File: config.mk
export PLATFORM = sky130hd
export DESIGN_NAME = servant_uart_rx
export DESIGN_NICKNAME = d
export VERILOG_FILES = /design/src/rtl/servant_uart_pkg.sv /design/src/rtl/servant_uart_baud.sv /design/src/rtl/servant_uart_rx.sv
export SDC_FILE = /design/constraint.sdc
export NUM_CORES = 1
export LEC_CHECK = 0
export CAP_MARGIN = 20
export CORE_MARGIN = 5
export CORE_UTILIZATION = 50
export CTS_BUF_LIST = sky130_fd_sc_hd__clkbuf_4 sky130_fd_sc_hd__clkbuf_8
export CTS_CLUSTER_DIAMETER = 30
export CTS_CLUSTER_SIZE = 10
export DETAILED_ROUTE_END_ITERATION = 12
export DONT_BUFFER_PORTS = 1
export PLACE_DENSITY = 0.68
export SLEW_MARGIN = 20
export SYNTH_ARGS = -nofsm -noshare
export SYNTH_HDL_FRONTEND = slang
export SYNTH_SLANG_ARGS = --single-unit
export TNS_END_PERCENT = 100
File: constraint.sdc
create_clock -name wb_clk -period 2 [get_ports wb_clk]
set_input_delay 0.2 -clock wb_clk [delete_from_list [all_inputs] [get_ports wb_clk]]
set_output_delay 0.2 -clock wb_clk [all_outputs]
set_load 0.05 [all_outputs]
File: src/rtl/servant_uart_pkg.sv
// Shared types and constants for the servant UART blocks.
package servant_uart_pkg;

    typedef enum logic [2:0] {
        IDLE,
        START,
        DATA,
        PARITY,
        STOP,
        WAITHI
    } state_e;

    // 16 MHz / 57600 baud
    localparam int unsigned BAUD_DEFAULT = 278;

    // Bits needed to hold values 0..n-1, never less than one.
    function automatic int unsigned cnt_w(input int unsigned n);
        return (n <= 2) ? 1 : $clog2(n);
    endfunction

endpackage

File: src/rtl/servant_uart_baud.sv
// Loadable baud down-counter. Counts to zero and parks there; tick is
// high while the count is zero. Shared between receiver and transmitter.
module servant_uart_baud
    import servant_uart_pkg::*;
#(
    parameter int unsigned CLKS_PER_BIT = BAUD_DEFAULT,
    localparam int unsigned CW = cnt_w(CLKS_PER_BIT)
) (
    input  logic          wb_clk,
    input  logic          wb_rst,
    input  logic          load,
    input  logic [CW-1:0] load_val,
    output logic          tick
);

    logic [CW-1:0] cnt_q, cnt_d;

    // Reload on request, otherwise count down and saturate at zero.
    always_comb begin
        cnt_d = cnt_q;
        if (load)
            cnt_d = load_val;
        else if (cnt_q != '0)
            cnt_d = cnt_q - 1'b1;
    end

    // Counter register.
    always_ff @(posedge wb_clk or posedge wb_rst) begin
        if (wb_rst) cnt_q <= '0;
        else        cnt_q <= cnt_d;
    end

    assign tick = (cnt_q == '0);

endmodule

File: src/rtl/servant_uart_rx.sv
// 8N1 serial receiver for the servant SoC console line.
// Define SERVANT_UART_RX_PARITY_EN to receive 8E1 frames instead; this adds
// a PARITY state and the rx_perr strobe.
module servant_uart_rx
    import servant_uart_pkg::*;
#(
    parameter int unsigned CLKS_PER_BIT  = BAUD_DEFAULT,
    parameter int unsigned STOP_WAIT_MAX = 0
) (
    input  logic       wb_clk,
    input  logic       wb_rst,
    input  logic       q,
    output logic [7:0] rx_data,
    output logic       rx_vld,
    output logic       rx_ferr,
    output logic       rx_brk,
`ifdef SERVANT_UART_RX_PARITY_EN
    output logic       rx_perr,
`endif
    output logic       rx_busy
);

    localparam int unsigned CW = cnt_w(CLKS_PER_BIT);
    localparam int unsigned WW = cnt_w(STOP_WAIT_MAX + 1);
    localparam logic [CW-1:0] HALF_BIT = CW'(CLKS_PER_BIT / 2 - 1);
    localparam logic [CW-1:0] FULL_BIT = CW'(CLKS_PER_BIT - 1);
    localparam logic [WW-1:0] WAIT_MAX = WW'(STOP_WAIT_MAX);

    state_e        state_q, state_d;
    logic [1:0]    sync_q, sync_d;
    logic          qs;
    logic          tick, load;
    logic [CW-1:0] load_val;
    logic [7:0]    shift_q, shift_d;
    logic [2:0]    idx_q, idx_d;
    logic [7:0]    data_q, data_d;
    logic          vld_q, vld_d;
    logic          ferr_q, ferr_d;
    logic          brk_q, brk_d;
    logic [WW-1:0] wait_q, wait_d;
    logic          stop_ok;
`ifdef SERVANT_UART_RX_PARITY_EN
    logic          par_q, par_d;
    logic          perr_q, perr_d;
`endif

    // Two-flop synchroniser; resets to the idle-high line level.
    assign sync_d = {sync_q[0], q};
    assign qs     = sync_q[1];

    always_ff @(posedge wb_clk or posedge wb_rst) begin
        if (wb_rst) sync_q <= 2'b11;
        else        sync_q <= sync_d;
    end

    // Counter restarts on every state change and on each data bit.
    assign load     = (state_d != state_q) || (state_q == DATA && tick);
    assign load_val = (state_d == START) ? HALF_BIT : FULL_BIT;

    servant_uart_baud #(.CLKS_PER_BIT(CLKS_PER_BIT)) u_baud (
        .wb_clk  (wb_clk),
        .wb_rst  (wb_rst),
        .load    (load),
        .load_val(load_val),
        .tick    (tick)
    );

    // State register.
    always_ff @(posedge wb_clk or posedge wb_rst) begin
        if (wb_rst) state_q <= IDLE;
        else        state_q <= state_d;
    end

    // Next-state logic; all sampling happens mid-bit on tick.
    always_comb begin
        state_d = state_q;
        case (state_q)
            IDLE:   if (!qs) state_d = START;
            START:  if (tick) state_d = qs ? IDLE : DATA;
`ifdef SERVANT_UART_RX_PARITY_EN
            DATA:   if (tick && idx_q == 3'd7) state_d = PARITY;
            PARITY: if (tick) state_d = STOP;
`else
            DATA:   if (tick && idx_q == 3'd7) state_d = STOP;
`endif
            STOP:   if (tick) state_d = qs ? IDLE : WAITHI;
            WAITHI: if (qs) state_d = IDLE;
            default: state_d = IDLE;
        endcase
    end

    // Parity (when present) must leave an even count of ones.
`ifdef SERVANT_UART_RX_PARITY_EN
    assign stop_ok = ~^{shift_q, par_q};
`else
    assign stop_ok = 1'b1;
`endif

    // Datapath and strobe logic driven by the current state.
    always_comb begin
        shift_d = shift_q;
        idx_d   = idx_q;
        data_d  = data_q;
        vld_d   = 1'b0;
        ferr_d  = 1'b0;
        brk_d   = 1'b0;
        wait_d  = '0;
`ifdef SERVANT_UART_RX_PARITY_EN
        par_d   = par_q;
        perr_d  = 1'b0;
`endif
        case (state_q)
            START: idx_d = 3'd0;
            DATA: begin
                if (tick) begin
                    shift_d = {qs, shift_q[7:1]};
                    idx_d   = idx_q + 3'd1;
                end
            end
`ifdef SERVANT_UART_RX_PARITY_EN
            PARITY: if (tick) par_d = qs;
`endif
            STOP: begin
                if (tick) begin
                    if (!qs) begin
                        ferr_d = 1'b1;
                    end else if (stop_ok) begin
                        vld_d  = 1'b1;
                        data_d = shift_q;
                    end else begin
`ifdef SERVANT_UART_RX_PARITY_EN
                        perr_d = 1'b1;
`endif
                    end
                end
            end
            WAITHI: begin
                // Break timer saturates at the limit so rx_brk holds.
                if (!qs && STOP_WAIT_MAX != 0) begin
                    wait_d = (wait_q == WAIT_MAX) ? wait_q : wait_q + 1'b1;
                    brk_d  = (wait_d == WAIT_MAX);
                end
            end
            default: ;
        endcase
    end

    // Datapath registers.
    always_ff @(posedge wb_clk or posedge wb_rst) begin
        if (wb_rst) begin
            shift_q <= '0;
            idx_q   <= '0;
            data_q  <= '0;
            vld_q   <= 1'b0;
            ferr_q  <= 1'b0;
            brk_q   <= 1'b0;
            wait_q  <= '0;
`ifdef SERVANT_UART_RX_PARITY_EN
            par_q   <= 1'b0;
            perr_q  <= 1'b0;
`endif
        end else begin
            shift_q <= shift_d;
            idx_q   <= idx_d;
            data_q  <= data_d;
            vld_q   <= vld_d;
            ferr_q  <= ferr_d;
            brk_q   <= brk_d;
            wait_q  <= wait_d;
`ifdef SERVANT_UART_RX_PARITY_EN
            par_q   <= par_d;
            perr_q  <= perr_d;
`endif
        end
    end

    assign rx_data = data_q;
    assign rx_vld  = vld_q;
    assign rx_ferr = ferr_q;
    assign rx_brk  = brk_q;
    assign rx_busy = (state_q != IDLE);
`ifdef SERVANT_UART_RX_PARITY_EN
    assign rx_perr = perr_q;
`endif

endmodule

# --- Word-level counts from Yosys, hierarchy flattened ---
# Cells that the tools add are included.
# W data, S select, Z words.
classes:
  addsub: 2
  eq_ne: 8
  n_mux: 19
  n_reduce_logical: 12
ops:
  columns: ["cell", "n"]
  rows:
  - ["$mux W9", 3]
  - ["$mux W3", 7]
  - ["$pmux W3 S5", 1]
  - ["$eq A3 B3 Y1 const B", 3]
  - ["$logic_not A9 Y1", 1]
  - ["$reduce_bool A9 Y1", 1]
  - ["$sub A9 B1 Y9 const B", 1]
  - ["$eq A3 B1 Y1 const B", 2]
  - ["$mux W1", 6]
  - ["$pmux W3 S2", 1]
  - ["$reduce_and A2 Y1", 2]
  - ["$reduce_bool A2 Y1", 2]
  - ["$add A3 B1 Y3 const B", 1]
  - ["$eq A3 B2 Y1 const B", 1]
  - ["$logic_not A3 Y1", 1]
  - ["$ne A3 B3 Y1", 1]
  - ["$reduce_and A3 Y1", 1]
  - ["$reduce_bool A3 Y1", 1]
  - ["$logic_and A1 B1 Y1", 2]
  - ["$mux W2", 1]
  - ["$ne A2 B2 Y1 const B", 1]
  - ["$logic_or A1 B1 Y1", 1]
word_totals:
  register_bits: 35
  elab_cells: 49

# --- Depth between registers and ports, before layout ---
depth:
  depth_word: 7
  mapped_depth: 8
  depth_no_buf: 7

# --- Hierarchy ---
# A second synthesis with hierarchy kept.
hier_totals:
  hier_cells: 159
  area_unflattened_um2: 1736.7
by_module_without_submodules:
  columns: ["mod", "n_inst", "cells_per_inst", "area_each_um2"]
  rows:
  - ["servant_uart_rx", 1, 96, 1181.1]
  - ["servant_uart_baud", 1, 63, 555.5]

# --- Worst setup path after synthesis ---
# OpenSTA, ideal clock, no wires.
synth_path:
  kind: "reg2reg"
  from: "register u_baud.cnt_q[0]"
  to: "register data_q[0], in the netlist rx_data[0]"
  arrival_ns: 1.968
  t_required_ns: 1.875
  slack_ns: -0.093
  stages_incl_launch_ff: 8
  path_buffers: 1
  synth_period_minus_slack_ns: 2.093
  cell_sequence: "dfrtp_1 inv_1 ha_1 nor2b_1 nand3_2 or4_1 buf_6 mux2_4"
synth_between:
  elab_chain_cells: 2
synth_rtl:
  columns: ["element", "line_no", "source"]
  rows:
  - ["start: declaration", "servant_uart_baud.sv:16", "logic [CW-1:0] cnt_q, cnt_d;"]
  - ["start signal: assignment", "servant_uart_baud.sv:30", "else cnt_q <= cnt_d;"]
  - ["$logic_not A9 Y1", "servant_uart_baud.sv:33", "assign tick = (cnt_q == '0);"]
  - ["$reduce_and A3 Y1 (no line)", null, null]
  - ["end signal: assignment", "servant_uart_rx.sv:165", "data_q <= data_d;"]
  - ["end: declaration", "servant_uart_rx.sv:36", "logic [7:0] data_q, data_d;"]
# No other way between the ends.
# A chain may end at the register's enable or synchronous reset.

# --- Worst setup path after layout ---
layout_path:
  from: "register u_baud.cnt_q[4]"
  to: "register data_q[4], in the netlist rx_data[4]"
# The elaborated chain is that of the path after synthesis.

==> flow_summary.json <==
{
  "synth_top_family_by_area": "simple AND/OR/NAND/NOR gates",
  "fin_nets": 215,
  "worstPathMaxFanout": 6,
  "antenna_left": 0,
  "timing.rr.start": "u_baud.cnt_q[4]",
  "crit_type": "flop to flop",
  "syn-num-nets": 187,
  "rsz0062_at_grt": "yes",
  "num_rows": 22,
  "antenna_cells": 0,
  "drt-initial-drc-count": 83,
  "io_pins": 15,
  "antenna_found_initial": 0,
  "endpoint_kind": "flop",
  "cts_buffers": 5,
  "ir_drop_v": 0.0004628,
  "htreeDepth": 2,
  "regToRegSetupSlack_ns": -0.02,
  "initial_core_util_pct": 51.55,
  "hold_path_class": "primary input to async pin",
  "finalHoldViolCount": 0,
  "timing.slew.headroom_pct": 64.41,
  "skew_ns": 0.01334,
  "die-height_um": 71.21,
  "synth_seq_cells": 35,
  "routed-via-count": 1547,
  "p_leak_nw": 1.033,
  "status": "complete, but fails checks",
  "timing.final.max_slew_violations": 0,
  "drc": 0,
  "gp_congestion": 0.9256,
  "cts_root_buf": "clkbuf_8",
  "post-route-period-util_pct": 101.0,
  "synthFlopType": "dfrtp_1",
  "met3_usage_pct": 3.551,
  "grt_pass1_wl_um": 7527,
  "worstMarginPinSlew_ns": 0.5339,
  "async_reset_ff_share_pct": 100.0,
  "die-area_mm2": 0.005070,
  "synthMuxAreaShare_pct": 11.76,
  "fin_cells": 257,
  "fill_cells": 287,
  "track_usage_pct": 19.13,
  "multi_input_area_um2": 998.5,
  "reg2reg_depth": 5,
  "ys_types": 49,
  "synth_cells": 180,
  "core_area_mm2": 0.003633,
  "syn_area_mm2": 0.001873,
  "synth-edff-count": 0,
  "grt_pass1_vias": 1498,
  "synth_xor_area_share_pct": 1.870,
  "path_clk_slew_ns": 0.07,
  "grt_use_met2_pct": 31.12,
  "routed_wl_um": 4655,
  "seqCellArea_um2": 879.6,
  "post-dp-hpwl_um": 3115,
  "drt-vias-per-instance": 6.019,
  "reg2reg_to": "rx_data[4]",
  "power_per_cell_area_mw_per_mm2": 597.2,
  "port_buffers": 0,
  "fp.dieW_um": 71.21,
  "use_met1_pct": 24.84,
  "cap_violations": 0,
  "seq_area_frac_synth_pct": 46.89,
  "yosys.area_share.simple_pct": 16.23,
  "drive_gt1_share_pct": 35.89,
  "clock_tree.buffer_depth": 2,
  "min_period_ns": 2.019,
  "synth_compound_area_share_pct": 15.97,
  "grt_max_degree": 25,
  "setup_slack_ns": -0.01912,
  "numClockSinks": 35,
  "busiest_layer": "met2",
  "startpoint_type": "flop",
  "setup_viol": 7,
  "insertion_delay_ns": 0.30,
  "dp_cells": 242,
  "post_synth_fa_ha_maj_area_fraction_pct": 2.672,
  "total_power_mw": 1.394,
  "drt_pass1_iterations": 4,
  "cts_tree": "done",
  "cp.arrival_ns": 2.20,
  "syn_to_final_growth_pct": 24.58,
  "grt_overflow_total": 0,
  "max_freq_ghz": 0.4953,
  "cp.required_ns": 2.18,
  "routedWlPerCell_um": 18.11,
  "violations": "negative setup slack",
  "synth_warnings": 0,
  "syn_avg_cell_area_um2": 10.41
}
synthesized netlist by cell type (2+ instances only):
cell / count / area share, %
clkbuf_1: 8 / 1.6
buf_4: 2 / 0.80
a32oi_1: 3 / 1.4
xnor2_1: 3 / 1.4
or4_1: 3 / 1.2
a31oi_1: 2 / 0.67
o31ai_1: 3 / 1.2
nand3_1: 4 / 1.1
nor2_1: 16 / 3.2
nand2_1: 11 / 2.2
ha_1: 4 / 2.7
nand3b_1: 2 / 0.80
o2bb2ai_1: 2 / 0.94
nor4_1: 2 / 0.67
o22ai_1: 2 / 0.67
inv_1: 6 / 1.2
nand3_2: 2 / 1.1
o21ai_0: 10 / 2.7
dfstp_2: 2 / 2.8
o211ai_1: 3 / 1.2
or2_2: 2 / 0.67
a21oi_1: 12 / 3.2
mux2_4: 8 / 6.4
dfrtp_1: 33 / 44
nor3_1: 4 / 1.1
mux2_2: 8 / 4.8
layer usage:
layer	wire length [µm]	vias up
met3	273	7
met5	0	-
met2	2323	70
li1	-	713
met4	82	0
met1	1975	757
through the flow:
| stage | instance area [µm²] | utilization (%) | hold slack (ns) | setup slack (ns) | TNS (ns) |
|---|---|---|---|---|---|
| floorplan | 1883 | - | 0.2045 | 0.01500 | 0 |
| global placement | 2074 | 57.09 | 0.1198 | -0.03439 | -0.3814 |
| CTS | 2242 | 61.71 | 0.3664 | -0.03798 | -0.2156 |
| finish | 2333 | 64.22 | 0.3651 | -0.01912 | -0.07300 |
| global route | 2333 | 64.22 | 0.3694 | -0.09979 | -0.7805 |
| detailed placement | 2074 | 57.09 | 0.1467 | -0.06002 | -0.7742 |
where the power goes:
| group | internal, mW | total (mW) | leakage, nW | switching [mW] |
|---|---|---|---|---|
| logic | 0.00756 | 0.0318 | 0.518 | 0.0243 |
| registers | 0.711 | 0.712 | 0.457 | 0.00125 |
| clock network | 0.371 | 0.650 | 0.0581 | 0.278 |
| total | 1.09 | 1.39 | 1.03 | 0.304 |
cell usage in the layout, fill, tap and decap left out, types with 3 or more instances in the layout:
| cell | n |
|---|---|
| o21ai_1 | 3 |
| buf_4 | 24 |
| buf_6 | 5 |
| inv_1 | 4 |
| xnor2_1 | 3 |
| o211ai_1 | 3 |
| o31ai_1 | 3 |
| ha_1 | 3 |
| nand3_1 | 4 |
| mux2_2 | 7 |
| nand2_1 | 11 |
| mux2_4 | 9 |
| a32oi_1 | 3 |
| dfrtp_1 | 32 |
| clkbuf_8 | 5 |
| nor3_1 | 4 |
| o21ai_0 | 7 |
| a21oi_1 | 12 |
| nor2_1 | 15 |
repair_timing:
| item | in CTS | in global routing |
|---|---|---|
| endpoints found under the setup margin | 20 | 22 |
| pin swaps | 2 | 8 |
| hold buffers | 2 | 0 |
| setup buffers | 0 | 3 |
| gates cloned | 1 | 1 |
| endpoints found under the hold margin | 11 | 0 |
| resized for setup | 6 | 19 |
flip-flops by register name, summed over array words and instances (netlist names):
name          cells
sync_q            2
idx_q             3
shift_q           8
rx_data           8
state_q           3
rx_vld            1
rx_ferr           1
u_baud.cnt_q      9
worst max-delay path: stages, from the launching register on:
cell,delay (ns)
dfrtp_2,0.46
nor4_4,0.32
nand3_2,0.15
or4_4,0.52
buf_4,0.18
mux2_4,0.29
area by class of cell:
| type | count | area share [%] |
|---|---|---|
| timing repair buffer | 31 | 10.99 |
| multi-input combinational | 128 | 42.79 |
| clock inverter | 3 | 1.877 |
| tap | 48 | 2.574 |
| inverter | 7 | 1.126 |
| clock buffer | 5 | 2.949 |
| sequential | 35 | 37.69 |
worst max path at each step:
stage | start | slack, ns | to | cells past startpoint
CTS | u_baud.cnt_q[0] | -0.04 | u_baud.cnt_q[7] | 6
global placement | u_baud.cnt_q[4] | -0.03 | rx_data[5] | 5
finish | u_baud.cnt_q[4] | -0.02 | rx_data[4] | 5
detailed placement | u_baud.cnt_q[4] | -0.06 | rx_data[0] | 5
floorplan | u_baud.cnt_q[0] | 0.02 | rx_data[0] | 7
global route | u_baud.cnt_q[4] | -0.1 | rx_data[4] | 5
cell families after synthesis:
| group | after synthesis |
|---|---|
| DFF | 35 |
| AOI/OAI and AO/OA | 46 |
| and+or+nand+nor | 55 |
| adders and majority gates | 4 |
| buffers and inverters | 18 |
| xor gates and xnor gates | 4 |
| other | 1 |
| muxes | 17 |
Note: power is estimated with default switching activity, not from simulation.
